--- src/rtl/muldiv_if.sv ---
// Command/result bundle between the CPU pipeline and the HI/LO multiply-divide unit.
// The CPU drives commands through the master modport; the unit owns HI/LO and status.
interface muldiv_if #(
    parameter int WIDTH = 32
);
    logic             start;
    logic [2:0]       op;
    logic [WIDTH-1:0] op_x;
    logic [WIDTH-1:0] op_y;
    logic             busy;
    logic             done;
    logic [WIDTH-1:0] hi;
    logic [WIDTH-1:0] lo;
    logic             div_zero;

    modport master (
        output start, op, op_x, op_y,
        input  busy, done, hi, lo, div_zero
    );

    modport slave (
        input  start, op, op_x, op_y,
        output busy, done, hi, lo, div_zero
    );
endinterface

--- src/rtl/muldiv_unit.sv ---
// Iterative MIPS-style HI/LO unit: radix-2 shift-add multiply, restoring divide,
// sign fix-up in a final FIX cycle, plus single-cycle MTHI/MTLO.
module muldiv_unit #(
    parameter int WIDTH = 32
) (
    input logic    clk,
    input logic    rst_n,
    muldiv_if.slave bus
);
    localparam int CW = $clog2(WIDTH);

    localparam logic [2:0] OP_MULT  = 3'b000;
    localparam logic [2:0] OP_MULTU = 3'b001;
    localparam logic [2:0] OP_DIV   = 3'b010;
    localparam logic [2:0] OP_DIVU  = 3'b011;
    localparam logic [2:0] OP_MTHI  = 3'b100;
    localparam logic [2:0] OP_MTLO  = 3'b101;

    typedef enum logic [1:0] {
        S_IDLE,
        S_MUL,
        S_DIV,
        S_FIX
    } state_t;

    state_t state, state_nxt;

    logic [CW-1:0]    cnt;
    logic [WIDTH-1:0] acc_hi;
    logic [WIDTH-1:0] acc_lo;
    logic [WIDTH-1:0] y_mag;
    logic [WIDTH-1:0] x_raw;
    logic             is_div;
    logic             neg_q;
    logic             neg_r;
    logic             y_zero;
    logic [WIDTH-1:0] hi_r;
    logic [WIDTH-1:0] lo_r;
    logic             done_r;
    logic             dz_r;

    logic             accept;
    logic             op_mul;
    logic             op_div;
    logic             op_signed;
    logic             x_neg;
    logic             y_neg;
    logic [WIDTH-1:0] x_mag;
    logic [WIDTH-1:0] y_mag_in;
    logic             last_iter;

    logic [WIDTH:0]     mul_sum;
    logic [WIDTH:0]     div_shift;
    logic [WIDTH:0]     div_diff;
    logic [2*WIDTH-1:0] prod;
    logic [2*WIDTH-1:0] prod_fix;
    logic [WIDTH-1:0]   quo_fix;
    logic [WIDTH-1:0]   rem_fix;

    assign accept    = bus.start && (state == S_IDLE);
    assign op_mul    = (bus.op == OP_MULT) || (bus.op == OP_MULTU);
    assign op_div    = (bus.op == OP_DIV)  || (bus.op == OP_DIVU);
    assign op_signed = (bus.op == OP_MULT) || (bus.op == OP_DIV);
    assign last_iter = (cnt == CW'(WIDTH - 1));

    // Operand magnitudes: signed ops iterate on |x|, |y| and restore signs in FIX.
    always_comb begin
        x_neg    = op_signed && bus.op_x[WIDTH-1];
        y_neg    = op_signed && bus.op_y[WIDTH-1];
        x_mag    = x_neg ? -bus.op_x : bus.op_x;
        y_mag_in = y_neg ? -bus.op_y : bus.op_y;
    end

    // One iteration step of each algorithm, plus the sign-corrected final results.
    always_comb begin
        // NOTE: every always_comb output gets a default first so no path leaves it
        // unassigned, which would otherwise infer a latch.
        mul_sum   = {1'b0, acc_hi} + (acc_lo[0] ? {1'b0, y_mag} : '0);
        div_shift = {acc_hi, acc_lo[WIDTH-1]};
        div_diff  = div_shift - {1'b0, y_mag};
        prod      = {acc_hi, acc_lo};
        prod_fix  = neg_q ? -prod : prod;
        quo_fix   = neg_q ? -acc_lo : acc_lo;
        rem_fix   = neg_r ? -acc_hi : acc_hi;
    end

    // FSM state register.
    always_ff @(posedge clk or negedge rst_n) begin
        if (!rst_n) begin
            state <= S_IDLE;
        end else begin
            state <= state_nxt;
        end
    end

    // FSM next-state logic.
    always_comb begin
        state_nxt = state;
        unique case (state)
            S_IDLE: begin
                if (bus.start && op_mul) begin
                    state_nxt = S_MUL;
                end else if (bus.start && op_div) begin
                    state_nxt = S_DIV;
                end
            end
            S_MUL, S_DIV: begin
                if (last_iter) begin
                    state_nxt = S_FIX;
                end
            end
            S_FIX:   state_nxt = S_IDLE;
            default: state_nxt = S_IDLE;
        endcase
    end

    // FSM outputs.
    always_comb begin
        bus.busy     = (state != S_IDLE);
        bus.done     = done_r;
        bus.hi       = hi_r;
        bus.lo       = lo_r;
        bus.div_zero = dz_r;
    end

    // Datapath and architectural HI/LO; HI/LO only change at E0 (moves) or in FIX.
    always_ff @(posedge clk or negedge rst_n) begin
        if (!rst_n) begin
            cnt    <= '0;
            acc_hi <= '0;
            acc_lo <= '0;
            y_mag  <= '0;
            x_raw  <= '0;
            is_div <= 1'b0;
            neg_q  <= 1'b0;
            neg_r  <= 1'b0;
            y_zero <= 1'b0;
            hi_r   <= '0;
            lo_r   <= '0;
            done_r <= 1'b0;
            dz_r   <= 1'b0;
        end else begin
            // NOTE: sequential state uses non-blocking assignments so every register
            // samples pre-edge values, independent of statement order.
            done_r <= 1'b0;
            unique case (state)
                S_IDLE: begin
                    if (accept) begin
                        dz_r   <= 1'b0;
                        cnt    <= '0;
                        acc_hi <= '0;
                        acc_lo <= x_mag;
                        y_mag  <= y_mag_in;
                        x_raw  <= bus.op_x;
                        is_div <= op_div;
                        neg_q  <= x_neg ^ y_neg;
                        neg_r  <= x_neg;
                        y_zero <= (bus.op_y == '0);
                        if (bus.op == OP_MTHI) begin
                            hi_r   <= bus.op_x;
                            done_r <= 1'b1;
                        end else if (bus.op == OP_MTLO) begin
                            lo_r   <= bus.op_x;
                            done_r <= 1'b1;
                        end else if (!op_mul && !op_div) begin
                            done_r <= 1'b1;
                        end
                    end
                end
                S_MUL: begin
                    cnt              <= cnt + CW'(1);
                    {acc_hi, acc_lo} <= {mul_sum, acc_lo[WIDTH-1:1]};
                end
                S_DIV: begin
                    cnt <= cnt + CW'(1);
                    if (!div_diff[WIDTH]) begin
                        acc_hi <= div_diff[WIDTH-1:0];
                        acc_lo <= {acc_lo[WIDTH-2:0], 1'b1};
                    end else begin
                        acc_hi <= div_shift[WIDTH-1:0];
                        acc_lo <= {acc_lo[WIDTH-2:0], 1'b0};
                    end
                end
                S_FIX: begin
                    done_r <= 1'b1;
                    if (!is_div) begin
                        {hi_r, lo_r} <= prod_fix;
                    end else if (y_zero) begin
                        lo_r <= '1;
                        hi_r <= x_raw;
                        dz_r <= 1'b1;
                    end else begin
                        lo_r <= quo_fix;
                        hi_r <= rem_fix;
                    end
                end
                default: ;
            endcase
        end
    end
endmodule

--- src/flat_wrapper.sv ---
// flat-port wrapper written by rule: the top's interface ports become plain ports
module muldiv_unit_flat 
#(
    parameter int WIDTH = 32
)
  (clk, rst_n, bus_start, bus_op, bus_op_x, bus_op_y, bus_busy, bus_done, bus_hi, bus_lo, bus_div_zero);
  muldiv_if #(.WIDTH(WIDTH)) bus_i ();
  input logic clk;
  input logic rst_n;
  input wire logic [$bits(bus_i.start)-1:0] bus_start;
  input wire logic [$bits(bus_i.op)-1:0] bus_op;
  input wire logic [$bits(bus_i.op_x)-1:0] bus_op_x;
  input wire logic [$bits(bus_i.op_y)-1:0] bus_op_y;
  output wire logic [$bits(bus_i.busy)-1:0] bus_busy;
  output wire logic [$bits(bus_i.done)-1:0] bus_done;
  output wire logic [$bits(bus_i.hi)-1:0] bus_hi;
  output wire logic [$bits(bus_i.lo)-1:0] bus_lo;
  output wire logic [$bits(bus_i.div_zero)-1:0] bus_div_zero;
  assign bus_i.start = bus_start;
  assign bus_i.op = bus_op;
  assign bus_i.op_x = bus_op_x;
  assign bus_i.op_y = bus_op_y;
  assign bus_busy = bus_i.busy;
  assign bus_done = bus_i.done;
  assign bus_hi = bus_i.hi;
  assign bus_lo = bus_i.lo;
  assign bus_div_zero = bus_i.div_zero;
  muldiv_unit #(.WIDTH(WIDTH)) u_core (.clk(clk), .rst_n(rst_n), .bus(bus_i));
endmodule
--- config.mk ---
export PLATFORM = sky130hd
export DESIGN_NAME = muldiv_unit_flat
export DESIGN_NICKNAME = d
export VERILOG_FILES = /design/src/rtl/muldiv_if.sv /design/src/rtl/muldiv_unit.sv /design/src/flat_wrapper.sv
export SDC_FILE = /design/constraint.sdc
export NUM_CORES = 1
export LEC_CHECK = 0
export BUFFER_PORTS_ARGS = -buffer_cell sky130_fd_sc_hd__clkbuf_2
export CAP_MARGIN = 5
export CORE_AREA = 5 5 194 290
export CTS_CLUSTER_DIAMETER = 60
export DETAILED_ROUTE_END_ITERATION = 12
export DIE_AREA = 0 0 199 295
export MAX_ROUTING_LAYER = met4
export PLACE_DENSITY_LB_ADDON = 0.12
export SYNTH_ARGS = -nofsm -noshare
export SYNTH_HDL_FRONTEND = slang
export SYNTH_SLANG_ARGS = --single-unit
--- constraint.sdc ---
create_clock -name clk -period 6.15 [get_ports clk]
set_clock_uncertainty 0.05 [all_clocks]
set_input_delay 1.23 -clock clk [delete_from_list [all_inputs] [get_ports clk]]
set_output_delay 1.23 -clock clk [all_outputs]
set_load 0.02 [all_outputs]
== Yosys cells after proc, flatten, opt, wreduce, memory -nomap -nowiden ==
Index checks and enable logic that the tools add are counted.

* Memory bits (read-only): 0
* Memories: 0
* Latch bits: 0
* Bits in writable memories: 0
* Input bits: 70
* Register bits after elaboration: 205

* $mul: 0
* Reductions and logical operators: 26
* Div/mod/pow operators: 0
* $lt $le $gt $ge: 0
* Muxes and demuxes: 38
* $add $sub $neg: 8
* Shifts and indexed selects: 0
* Bitwise operators: 1
* Eq/ne operators: 17

{| class="wikitable"
|+ Operators with widths
! kind !! count
|-
| 2-to-1 mux 32 bit || 17
|-
| one-hot mux 32 bit (3 select lines) || 2
|-
| negation 32 bit || 4
|-
| one-hot mux 32 bit (2 select lines) || 2
|-
| 2-to-1 mux 64 bit || 1
|-
| negation 64 bit || 1
|-
| adder 32 x 33 -> 33 bit || 1
|-
| subtractor 33 x 32 -> 33 bit || 1
|-
| logical NOT 32 bit || 1
|-
| one-hot mux 5 bit (2 select lines) || 1
|-
| 2-to-1 mux 1 bit || 8
|-
| != test 2 x 1 -> 1 bit (second input constant) || 4
|-
| AND reduction 2 bit || 4
|-
| AND reduction 4 bit || 2
|-
| equality test 3 x 2 -> 1 bit (second input constant) || 2
|-
| equality test 3 bit (second input constant) || 2
|-
| logical AND 1 bit || 6
|-
| 2-to-1 mux 2 bit || 3
|-
| != test 2 bit (second input constant) || 3
|-
| one-hot mux 2 bit (3 select lines) || 1
|-
| nonzero test 2 bit || 3
|-
| adder 5 x 1 -> 5 bit (second input constant) || 1
|-
| equality test 5 bit (second input constant) || 1
|-
| 2-to-1 mux 5 bit || 1
|-
| 13 further kinds || 18
|}

== Longest topological paths before layout ==
* Word-level depth: 9
* Mapped depth: 14

== Worst setup path after synthesis ==
No wires, ideal clock.

* Kind: input to register
* From: input bus_op_x[7]
* To: register u_core.acc_lo[24]
* Cell stages on the path: 9
* Arrival: 3.362 ns
* Required time: 6.005 ns
* Path slack: 2.642 ns
* Cells stage by stage: or3_1 -> or4_1 -> or2_2 -> nor2_1 -> nand2_1 -> o41ai_1 -> xnor2_1 -> nor2_1 -> o31ai_1

* Word-level cells in the longest chain between the ends: 4

{| class="wikitable"
|+ RTL lines
! item !! RTL line !! RTL
|-
| start: declaration || flat_wrapper.sv:12 || <nowiki>input wire logic [$bits(bus_i.op_x)-1:0] bus_op_x;</nowiki>
|-
| negation 32 bit || muldiv_unit.sv:70 || <nowiki>x_mag = x_neg ? -bus.op_x : bus.op_x;</nowiki>
|-
| 2-to-1 mux 32 bit || muldiv_unit.sv:70 ||
|-
| 2-to-1 mux 32 bit || muldiv_unit.sv:148 || <nowiki>if (accept) begin</nowiki>
|-
| one-hot mux 32 bit (3 select lines) || muldiv_unit.sv:146 || <nowiki>unique case (state)</nowiki>
|-
| end signal: assignment || muldiv_unit.sv:152 || <nowiki>acc_lo <= x_mag;</nowiki>
|-
| end signal: assignment || muldiv_unit.sv:172 || <nowiki>{acc_hi, acc_lo} <= {mul_sum, acc_lo[WIDTH-1:1]};</nowiki>
|-
| end signal: assignment || muldiv_unit.sv:178 || <nowiki>acc_lo <= {acc_lo[WIDTH-2:0], 1'b1};</nowiki>
|-
| end: declaration || muldiv_unit.sv:30 || <nowiki>logic [WIDTH-1:0] acc_lo;</nowiki>
|}

No other way between the ends. The select of a mux whose other input is x is not followed.
A chain may end at the register's enable or synchronous reset.

== Final worst setup path ==
* From: register u_core.acc_hi[1]
* To: register u_core.acc_hi[25]

* Word-level cells in the longest chain between the ends: 3
* Elaborated cells between the ends (all ways): 4

{| class="wikitable"
|+ RTL lines
! item !! RTL line !! RTL
|-
| start: declaration || muldiv_unit.sv:29 || <nowiki>logic [WIDTH-1:0] acc_hi;</nowiki>
|-
| start signal: assignment || muldiv_unit.sv:172 ||
|-
| start signal: assignment || muldiv_unit.sv:177 || <nowiki>acc_hi <= div_diff[WIDTH-1:0];</nowiki>
|-
| start signal: assignment || muldiv_unit.sv:180 || <nowiki>acc_hi <= div_shift[WIDTH-1:0];</nowiki>
|-
| subtractor 33 x 32 -> 33 bit || muldiv_unit.sv:80 || <nowiki>div_diff = div_shift - {1'b0, y_mag};</nowiki>
|-
| 2-to-1 mux 32 bit || muldiv_unit.sv:176 || <nowiki>if (!div_diff[WIDTH]) begin</nowiki>
|-
| one-hot mux 32 bit (3 select lines) (*) || muldiv_unit.sv:146 ||
|}

Every way passes the cells marked *; elsewhere a longest branch is shown, timed or not.

==> impl_results.md <==
* X dimension of the die at 199 µm
* Number of max-cap violations at 0
* Clock latency reported for the late side of the worst-skew pair at between 0.5 and 0.6 ns
* Largest buffer count on any clock path at 3
* Run status: completed
* Full die area at 58700 µm²
* Cell type contributing the most total cell area after synthesis: dfrtp_1
* FP Rows at 104
* Netlist area before placement at 16400 µm²
* Number of cells on the worst hold path at 2
* Final #Nets at 2236
* Count of pins on the block boundary at 137
* H-tree levels at 1
* Share of flip-flops with an asynchronous set or reset at 100%
* Inserted Clock Buffers at 28
* Maximum VDD drop at between 0.2 and 0.3 mV
* Critical path data arrival time at 4.98 ns
* Area of placed instances at between 15000 and 20000 µm²
* Post-detail-place hpwl at 51200 µm
* Core footprint at 53400 µm²
* Crit Reg-Reg Endpoint: u_core.acc_hi[25]
* Minimum setup slack among reg-to-reg paths at 1.57 ns
* Net count after synthesis at 2190
* Length of the first detailed-routing pass in iterations at 6
* Number of inserted diodes at 0
* Number of enable flip-flop cells after synthesis at 0
* Total routing usage reported by global routing at 22.8%
* Clock slew at the register clock pins of the worst setup and hold paths at 0.07 ns
* Ranking of synthesized cells by area: dfrtp_1 (31%), o21ai_0 (6.5%), xnor2_1 (6.4%), ha_1 (5.7%), nand2_1 (5.6%)
* CTS Root Buffer Type: clkbuf_16
* Launch point of the worst hold path: u_core.bus.lo[6]
* Number of port buffers at 136
* CTS tree: built
* Average cell area after synthesis at 8.00 µm²
* Post CTS Setup Buffer Count at 0
* Final Power at about 12 mW
* Total congestion overflow after global routing at 0
* Total negative setup slack at 0 ns
* Detailed router's first-iteration violation count at just over 900
* Via-to-Cell Ratio at 5.59
* Final hold viol count at 0
* Wirelength, routed at 67000 µm
* Remaining max-slew budget at the tightest pin at between 20% and 30%
* Unrepaired setup endpoints after global routing: no
* Syn. warnings at 0
* Leading register cell type out of synthesis: dfrtp_1
* Die Height at 295 µm
* Worst reg2reg startpoint: u_core.acc_hi[1]
* Summed area of non-filler cells in the final layout at around 19000 µm²
* Count of unresolved DRC violations after routing at 0
* Number of instances in the synthesized netlist at 2043
* Number of pins exceeding their max-slew limit in the final report at 0
* Actual slew at the worst max-slew pin at roughly 1.1 ns
* Number of distinct library cells after synthesis at approximately 70
* Mean routed wirelength per cell at approximately 24 µm
* Flip-flop and latch count after synthesis at 205
* Depth of the worst register-to-register path at 10
* Antenna violations before repair at 0
* Worst setup EP type: register
* Largest net degree at the start of global routing at 119
* Vias in the first global route at 15700
* Initial cell density of the core at 30.6%
* ANT nets after route at 0
* Max Clk Rate at about 0.22 GHz
* Fin crit share at 74.5%
* Min cycle time layout at 4.58 ns
* Global-route wire length before repair at 100000 µm
* Final setup violating endpoints at 0
* Crit Path Category: register to register
* Quantity of gates resized following cts at 0
* Critical path launch point type: register
* Data required time at the worst endpoint at around 6.6 ns
* Portion of the post-synthesis area used by sequential elements at 31.4%
* Top cells by instance count after synthesis: nand2_1 (243), o21ai_0 (213), dfrtp_1 (205)
* Placer Congestion at about 0.92
* Via count of the routed design at 15600
* Most frequent cell after synthesis: nand2_1
* Area share of the leading cell type in the synthesized netlist at 31.4%
* Leak at 7.96 nW
* Worst Hold Class: register to register
* Ratio of cells with drive above 1 in the final layout at 12.6%
* Endpoint with the worst hold slack: u_core.bus.lo[6]
* Crit path max fanout at 21
* Layout-stage area growth over the synthesis result at 13.8%
* Count of clock tree sinks at 205
* Power density over the cells at ~650 nW/µm²
* Quantity of hold-fixing buffers added after cts at 0
logic make-up (layout without fill, tap and decap cells):
group           Yosys count  count (layout)  synth area share, %
compound gates          669             669                 26.0
xor+xnor                178             178                 9.53
fa+ha+maj                77              77                 5.98
buf+inv                 210             276                 4.86
flops                   205             205                 31.4
mux                      62              62                 4.04
simple gates            642             642                 18.2
critical path, cell delays in order, from the launching register on:
cell and delay (ns):
dfrtp_1 0.56, ha_1 0.34, nor2b_1 0.17, o31ai_1 0.49, a211oi_1 0.27, o311ai_0 0.65, o211ai_1 0.22, and3_1 0.34
nor2_4 0.77, nor2_1 0.19, a221o_1 0.40
cell usage in the layout (no fill, tap or decap), types with 8 or more instances in the layout:
| master | n |
|---|---|
| nand2_1 | 242 |
| o21ai_0 | 213 |
| dfrtp_1 | 204 |
| nor2_1 | 169 |
| clkbuf_2 | 135 |
| a21oi_1 | 134 |
| xnor2_1 | 119 |
| ha_1 | 74 |
| inv_1 | 62 |
| xor2_1 | 59 |
| o31ai_1 | 53 |
| o22ai_1 | 40 |
| nand3_1 | 38 |
| a221oi_1 | 34 |
| mux2_2 | 32 |
| mux2i_1 | 30 |
| nor3_1 | 29 |
| clkbuf_16 | 29 |
| nor4_1 | 26 |
| buf_4 | 24 |
| or3_1 | 23 |
| o211ai_1 | 22 |
| and3_1 | 21 |
| a21o_1 | 20 |
| nand2b_1 | 17 |
| a211oi_1 | 17 |
| o21a_1 | 16 |
| o41ai_1 | 15 |
| o221ai_1 | 15 |
| a22oi_1 | 15 |
| and2_1 | 14 |
| or4_1 | 14 |
| a31oi_1 | 14 |
| nand4_1 | 9 |
| nor2b_1 | 9 |
| or2_2 | 8 |
| a221o_1 | 8 |
| a21boi_0 | 8 |
worst max-delay path by stage:
| stage | start | to | slack (ns) | depth (start not counted) |
|---|---|---|---|---|
| 6_report | u_core.acc_hi[1] | u_core.acc_hi[25] | 1.57 | 10 |
| 2_1_floorplan | bus_op_x[7] | u_core.acc_lo[24] | 2.64 | 9 |
| 3_3_place_gp | u_core.acc_hi[1] | u_core.acc_hi[25] | 1.76 | 10 |
| 4_1_cts | u_core.acc_hi[1] | u_core.acc_hi[25] | 1.52 | 10 |
| 5_1_grt | u_core.acc_hi[1] | u_core.acc_hi[25] | 1.26 | 10 |
| 3_5_place_dp | u_core.acc_hi[1] | u_core.acc_hi[25] | 1.51 | 10 |
registers in the layout, summed over array words and instances, names as in the netlist, 2 cells and up:
name           count
u_core.acc_hi     32
u_core.acc_lo     32
u_core.bus.hi     32
u_core.bus.lo     32
u_core.cnt         5
u_core.state       2
u_core.x_raw      32
u_core.y_mag      32
report_power, final:
part | internal [mW] | total, mW | switching (mW)
Clock | 1.03 | 1.74 | 0.707
Combinational | 2.74 | 7.50 | 4.76
Sequential | 2.00 | 2.78 | 0.780
cell type report:
type / count / area (µm²)
fillers: 5760 / 34700
multi-input cells: 1628 / 10500
flip-flops and latches: 205 / 5130
repair buffers: 162 / 911
well taps: 689 / 862
clock buffers: 33 / 771
inverters: 64 / 240
clock inverters: 17 / 208
per-layer routing:
layer | global-route usage, % | vias to the layer above | wire (µm)
li1 | - | 7512 | -
met1 | 26.0 | 7532 | 26400
met2 | 41.3 | 479 | 34500
met3 | 1.63 | 107 | 2900
met4 | 9.18 | 0 | 3210
met5 | - | - | 0
metrics by stage:
stage | utilization (%) | setup slack [ns] | hold WS, ns | std cells
after CTS | 34.9 | 1.52 | 0.433 | 2798
after floorplan | - | 2.64 | 0.395 | 2043
after global routing | 34.9 | 1.26 | 0.450 | 2798
after detailed placement | 33.0 | 1.51 | 0.420 | 2748
after global placement | 33.0 | 1.76 | 0.411 | 2748
final | 34.9 | 1.57 | 0.425 | 2798
(Power assumes the default switching activity.)
